`config.mk`:
```
export PLATFORM = sky130hd
export DESIGN_NAME = fetch_unit
export DESIGN_NICKNAME = d
export VERILOG_FILES = /design/src/rtl/fetch_unit.sv
export SDC_FILE = /design/constraint.sdc
export NUM_CORES = 1
export LEC_CHECK = 0
export ABC_AREA = 0
export BUFFER_PORTS_ARGS = -buffer_cell sky130_fd_sc_hd__buf_2
export CORE_ASPECT_RATIO = 1.4
export CORE_MARGIN = 8
export CORE_UTILIZATION = 45
export CTS_CLUSTER_DIAMETER = 150
export DETAILED_ROUTE_END_ITERATION = 16
export GPL_TIMING_DRIVEN = 0
export PLACE_DENSITY = 0.71
export SYNTH_ARGS = -nofsm -noshare
export SYNTH_HDL_FRONTEND = slang
export SYNTH_HIERARCHICAL = 1
export SYNTH_SLANG_ARGS = --single-unit
```
`constraint.sdc`:
```
create_clock -name clk -period 4.1 [get_ports clk]
set_input_delay 0.82 -clock clk [delete_from_list [all_inputs] [get_ports clk]]
set_output_delay 0.82 -clock clk [all_outputs]
set_load 0.01 [all_outputs]
```
`src/rtl/fetch_unit.sv`:
```
// Instruction fetch front end: credit-limited sequential PC requests, an in-order
// response FIFO feeding the decoder, and redirect handling that squashes stale responses.

module fetch_unit_checker #(
    parameter int DEPTH = 4,
    parameter int CW    = 3
) (
    input logic          clk,
    input logic          rst,
    input logic [CW-1:0] count,
    input logic [CW-1:0] outst,
    input logic [CW-1:0] squash,
    input logic          push,
    input logic          pop,
    input logic          imem_valid
);
    localparam logic [CW:0] DEPTH_W = DEPTH[CW:0];

    a_outst_bound: assert property (@(posedge clk) disable iff (rst)
        {1'b0, outst} <= DEPTH_W);
    a_squash_bound: assert property (@(posedge clk) disable iff (rst)
        squash <= outst);
    a_credit_bound: assert property (@(posedge clk) disable iff (rst)
        ({1'b0, count} + {1'b0, outst} - {1'b0, squash}) <= DEPTH_W);
    a_no_push_full: assert property (@(posedge clk) disable iff (rst)
        !(push && !pop && ({1'b0, count} == DEPTH_W)));
    a_no_spurious_resp: assert property (@(posedge clk) disable iff (rst)
        !(imem_valid && (outst == {CW{1'b0}})));
endmodule

module fetch_unit #(
    parameter logic [31:0] RESET_PC = 32'h0000_0000,
    parameter int          DEPTH    = 4
) (
    input  logic        clk,
    input  logic        rst,
    output logic        o_imem_req,
    output logic [31:0] o_imem_addr,
    input  logic        i_imem_ready,
    input  logic        i_imem_valid,
    input  logic [31:0] i_imem_rdata,
    input  logic        i_redirect,
    input  logic [31:0] i_redirect_pc,
    output logic [31:0] o_instruction,
    output logic [31:0] o_pc,
    output logic        o_valid,
    input  logic        i_ready
);
    localparam int          AW      = $clog2(DEPTH);
    localparam int          CW      = AW + 1;
    localparam logic [CW:0] DEPTH_W = DEPTH[CW:0];

    logic [31:0]   fetch_pc_r, fetch_pc_s;
    logic [31:0]   resp_pc_r, resp_pc_s;
    logic [AW-1:0] wr_ptr_r, wr_ptr_s;
    logic [AW-1:0] rd_ptr_r, rd_ptr_s;
    logic [CW-1:0] count_r, count_s;
    logic [CW-1:0] outst_r, outst_s;
    logic [CW-1:0] squash_r, squash_s;
    logic [31:0]   pc_mem_r  [DEPTH];
    logic [31:0]   ins_mem_r [DEPTH];

    logic [31:0]   redirect_pc_s;
    logic [CW:0]   credit_s;
    logic          req_s, fire_s, head_valid_s, pop_s, push_s, drop_s, wr_en_s;
    logic [CW-1:0] fire_inc_s, resp_dec_s, push_inc_s, pop_dec_s, drop_dec_s;

    // Credit accounting and per-cycle handshake decode.
    always_comb begin
        redirect_pc_s = i_redirect_pc & 32'hFFFF_FFFC;
        // Squashed responses still occupy an outstanding slot but never reach the FIFO.
        credit_s      = {1'b0, count_r} + {1'b0, outst_r} - {1'b0, squash_r};
        req_s         = !rst && !i_redirect && (credit_s < DEPTH_W);
        fire_s        = req_s && i_imem_ready;
        head_valid_s  = (count_r != {CW{1'b0}});
        pop_s         = head_valid_s && i_ready;
        drop_s        = i_imem_valid && (squash_r != {CW{1'b0}});
        push_s        = i_imem_valid && (squash_r == {CW{1'b0}});
        wr_en_s       = push_s && !i_redirect && !rst;
        fire_inc_s    = {{(CW-1){1'b0}}, fire_s};
        resp_dec_s    = {{(CW-1){1'b0}}, i_imem_valid};
        push_inc_s    = {{(CW-1){1'b0}}, push_s};
        pop_dec_s     = {{(CW-1){1'b0}}, pop_s};
        drop_dec_s    = {{(CW-1){1'b0}}, drop_s};
    end

    // Next-state computation; a redirect overrides every other event in the cycle.
    always_comb begin
        fetch_pc_s = fetch_pc_r;
        resp_pc_s  = resp_pc_r;
        wr_ptr_s   = wr_ptr_r;
        rd_ptr_s   = rd_ptr_r;
        count_s    = count_r;
        outst_s    = outst_r;
        squash_s   = squash_r;
        if (i_redirect) begin
            fetch_pc_s = redirect_pc_s;
            resp_pc_s  = redirect_pc_s;
            wr_ptr_s   = {AW{1'b0}};
            rd_ptr_s   = {AW{1'b0}};
            count_s    = {CW{1'b0}};
            outst_s    = outst_r - resp_dec_s;
            squash_s   = outst_r - resp_dec_s;
        end else begin
            fetch_pc_s = fire_s ? (fetch_pc_r + 32'd4) : fetch_pc_r;
            resp_pc_s  = push_s ? (resp_pc_r + 32'd4) : resp_pc_r;
            wr_ptr_s   = push_s ? (wr_ptr_r + AW'(1'b1)) : wr_ptr_r;
            rd_ptr_s   = pop_s ? (rd_ptr_r + AW'(1'b1)) : rd_ptr_r;
            count_s    = count_r + push_inc_s - pop_dec_s;
            outst_s    = outst_r + fire_inc_s - resp_dec_s;
            squash_s   = squash_r - drop_dec_s;
        end
    end

    // Control state registers with synchronous reset.
    always_ff @(posedge clk) begin
        if (rst) begin
            fetch_pc_r <= RESET_PC;
            resp_pc_r  <= RESET_PC;
            wr_ptr_r   <= {AW{1'b0}};
            rd_ptr_r   <= {AW{1'b0}};
            count_r    <= {CW{1'b0}};
            outst_r    <= {CW{1'b0}};
            squash_r   <= {CW{1'b0}};
        end else begin
            fetch_pc_r <= fetch_pc_s;
            resp_pc_r  <= resp_pc_s;
            wr_ptr_r   <= wr_ptr_s;
            rd_ptr_r   <= rd_ptr_s;
            count_r    <= count_s;
            outst_r    <= outst_s;
            squash_r   <= squash_s;
        end
    end

    // FIFO payload storage; contents are qualified by count_r so need no reset.
    always_ff @(posedge clk) begin
        if (wr_en_s) begin
            pc_mem_r[wr_ptr_r]  <= resp_pc_r;
            ins_mem_r[wr_ptr_r] <= i_imem_rdata;
        end else begin
            pc_mem_r[wr_ptr_r]  <= pc_mem_r[wr_ptr_r];
            ins_mem_r[wr_ptr_r] <= ins_mem_r[wr_ptr_r];
        end
    end

    assign o_imem_req    = req_s;
    assign o_imem_addr   = fetch_pc_r;
    assign o_valid       = head_valid_s;
    assign o_pc          = pc_mem_r[rd_ptr_r];
    assign o_instruction = ins_mem_r[rd_ptr_r];

    fetch_unit_checker #(.DEPTH(DEPTH), .CW(CW)) u_checker (
        .clk        (clk),
        .rst        (rst),
        .count      (count_r),
        .outst      (outst_r),
        .squash     (squash_r),
        .push       (wr_en_s),
        .pop        (pop_s),
        .imem_valid (i_imem_valid)
    );
endmodule

```
==> out/qor.csv <==
metric,value,unit
setup violation total in the final timing report,0,
Detailed Route Iter0 Violations,407,
overall die width,161,um
flop and latch count out of synthesis,323,
share of post-route cells with drive strength above 1,0.300,
type of the setup path with the least slack,flip-flop to flip-flop,
detailed-route wire length per cell,20.6,um
endpoint of the worst register-to-register path,outst_r[2],
Post-synth top flop,edfxtp_1,
element type at the critical path start,flip-flop,
launching instance or port of the critical path,squash_r[2],
RSZ-0062 raised after global routing,no,
cell internal pwr,5630,uW
Switching Power,1610,uW
Inserted Clock Buffers,31,
number of core rows,74,
mapped cell area,13300,um^2
area of the placeable core,29200,um^2
via count of the first global-routing pass,8100,
Cells after DPL,1355,
largest net degree at the start of global routing,47,
"commonest cells after routing, fill and taps aside","edfxtp_1, buf_2, dfxtp_1",
Final Hold Viols,0,
endpoint class of the critical path,flip-flop,
register-to-register path setup slack,130,ps
CTS Buffer Depth,3,
cell type contributing the most total cell area after synthesis,edfxtp_1,
worst vdd ir,246,uV
Max Freq,0.252,GHz
layout-stage area growth over the synthesis result,18.9,%
cells on worst reg2reg path,16,
actual slew at the worst max-slew pin,985,ps
clock edge transition at the registers on the reported setup and hold paths,60,ps
hpwl dp,19.9,mm
share of total power in sequential cells,0.513,
overall die area,35400,um^2
clock root buffer,clkbuf_16,
global-route total usage across every layer,0.164,
Final GP Congestion,0.875,
portion of the clock cycle consumed by the worst path in the final layout,0.968,
vertical die dimension,219,um
worst setup path endpoint,outst_r[2],
"Async S/R FF share, synth",0,
part of the Yosys area used for sequential elements,0.673,
CTS tree,yes,
max-slew violation total from the final report,0,
Synth cell types,53,
Initial Util,0.456,
Hold/Removal Path Class,input pin to flip-flop,
top post-synthesis cells by area,"edfxtp_1, dfxtp_1, mux4_2",
residual antenna-violating net count after detailed routing,0,
Max transition margin,0.338,
run status,finished clean,
number of synthesis warnings,6,
CP max FO,16,
Cells after Synth,809,
share of power burned in the clock network,0.409,
number of detailed-routing iterations run before antenna repair,5,
H-Tree Depth,1,
final sum of negative setup slack,0,ps
Post-CTS Setup Repair Bufs,0,
worst-skew pair later-pin latency,560,ps
total number of vias,7659,
part of the power in combinational logic,0.079,
total of hold buffers inserted after clock tree synthesis,0,
net switching fraction of the power,0.222,
final clock skew,14.0,ps
Required @ worst endpoint,4520,ps
Crit Reg-Reg Startpoint,squash_r[2],
power per cell area,458,nW/um^2
time the final worst path needs with I/O delays and setup,3970,ps
number of placed I/O pins,168,
Final Routed Wirelength,29.0,mm
wire length of the first global-routing pass,45.3,mm
Pleak,0.00530,uW
Avg Vias per Cell,5.43,
Overflow after GRT,0,
syn_area_per_cell,16.4,um^2
"most common cell after layout, fill and taps aside",edfxtp_1,
diode insertion count for antenna repair,0,
"Arr. time, crit path",4390,ps
count of flip-flops with a built-in enable after synthesis,248,
max-cap viol count,0,
area fraction of the dominant cell type after synthesis,0.560,
CTS sink count,323,
antenna violations before repair,0,
buffers added on ports,159,
filler-free cell count of the finished design,1411,
net total in the final layout,1098,
drc violations,0,
==> metal layers <==
layer,vias to the layer above,global-route usage,wire [um]
li1,3558,-,-
met1,3817,0.198,11500
met2,242,0.294,15300
met3,42,0.0233,1510
met4,0,0.0560,698
met5,-,0,0
==> cell families after synthesis <==
logic type,count (synthesis),synth area share
AOI/OAI and AO/OA,125,0.0754
xor gates and xnor gates,61,0.0402
adders and majority gates,21,0.0220
buffers and inverters,70,0.0231
DFF,323,0.673
muxes,65,0.107
other,1,0.000282
and+or+nand+nor,143,0.0585
==> metrics by stage <==
step                power, uW  hold slack (ps)   util  setup slack, ps  cell area, um^2
CTS                      7310              448  0.542             8.94            15800
finish                   7240              481  0.542              133            15800
detailed placement       4350              492  0.504             -426            14700
global route             7490              463  0.542             24.5            15800
global placement         4330              479  0.500             -685            14600
floorplan                4120              460      -             10.2            13300
==> state kept, by name, indices dropped and copies added (netlist names), named ones only <==
signal and flops:
count_r 3, ins_mem_r 128, o_imem_addr 30, outst_r 3, pc_mem_r 120, rd_ptr_r 2, resp_pc_r 30, squash_r 3
wr_ptr_r 2
==> critical path, cell delays in order (launching register included) <==
cell and delay [ps]:
dfxtp_4 370, inv_1 70, fa_1 440, ha_1 320, or4b_1 520, or4_4 450
buf_6 190, nand2_4 110, inv_1 50, ha_1 260, inv_1 40, ha_1 180
fa_1 380, xor2_1 150, o21ai_1 140, xnor2_1 130, nor2_1 50
==> synth_stat cells (all sizes together), types with 2 or more instances <==
library cell and count:
nand3 17, a21oi 14, xor2 15, nand2 33, a21boi 38, ha 17, edfxtp 248, dfxtp 75
mux4 62, a31oi 2, and3b 3, or3 3, mux2i 3, or2 3, and3 12, clkbuf 30
xnor2 46, nor2 22, inv 23, or4 2, nand2b 2, and4 8, and2 5, buf 17
nor3 9, nor4 4, nand4 16, fa 4, o31a 4, o21a 28, o21ai 5, a2111oi 10
a211oi 18
==> final cells by class <==
type,instances,area (um^2)
fill,2367,13400
sequential,323,8950
multi-input combinational,419,4090
clock buffer,42,911
timing repair buffer,163,906
tap,380,475
buffer,46,216
clock inverter,15,165
inverter,23,86.3
==> power groups by stage <==
stage	registers, uW	logic (uW)	clock network, uW
6_report	3710	569	2960
5_1_grt	3720	631	3140
4_1_cts	3710	581	3020
3_5_place_dp	3780	572	0
3_3_place_gp	3780	551	0
2_1_floorplan	3760	351	0
==> repair_timing <==
| item | 4_1_cts | 5_1_grt |
|---|---|---|
| endpoints found under the hold margin | 0 | 0 |
| setup endpoints to repair | 2 | 1 |
| resized for setup | 6 | 4 |
| pin swaps | 0 | 0 |
==> how the worst min path moves through the flow <==
stage / slack (ps) / startpoint / end / cells after the start
2_1_floorplan: 460 / resp_pc_r[29] / pc_mem_r[0][29] / 0
3_3_place_gp: 480 / wr_ptr_r[1] / wr_ptr_r[1] / 2
3_5_place_dp: 490 / wr_ptr_r[1] / wr_ptr_r[1] / 2
4_1_cts: 450 / i_imem_rdata[28] / ins_mem_r[0][28] / 1
5_1_grt: 460 / i_imem_rdata[28] / ins_mem_r[3][28] / 1
6_report: 480 / i_imem_rdata[22] / ins_mem_r[2][22] / 1
(Power assumes the default switching activity.)
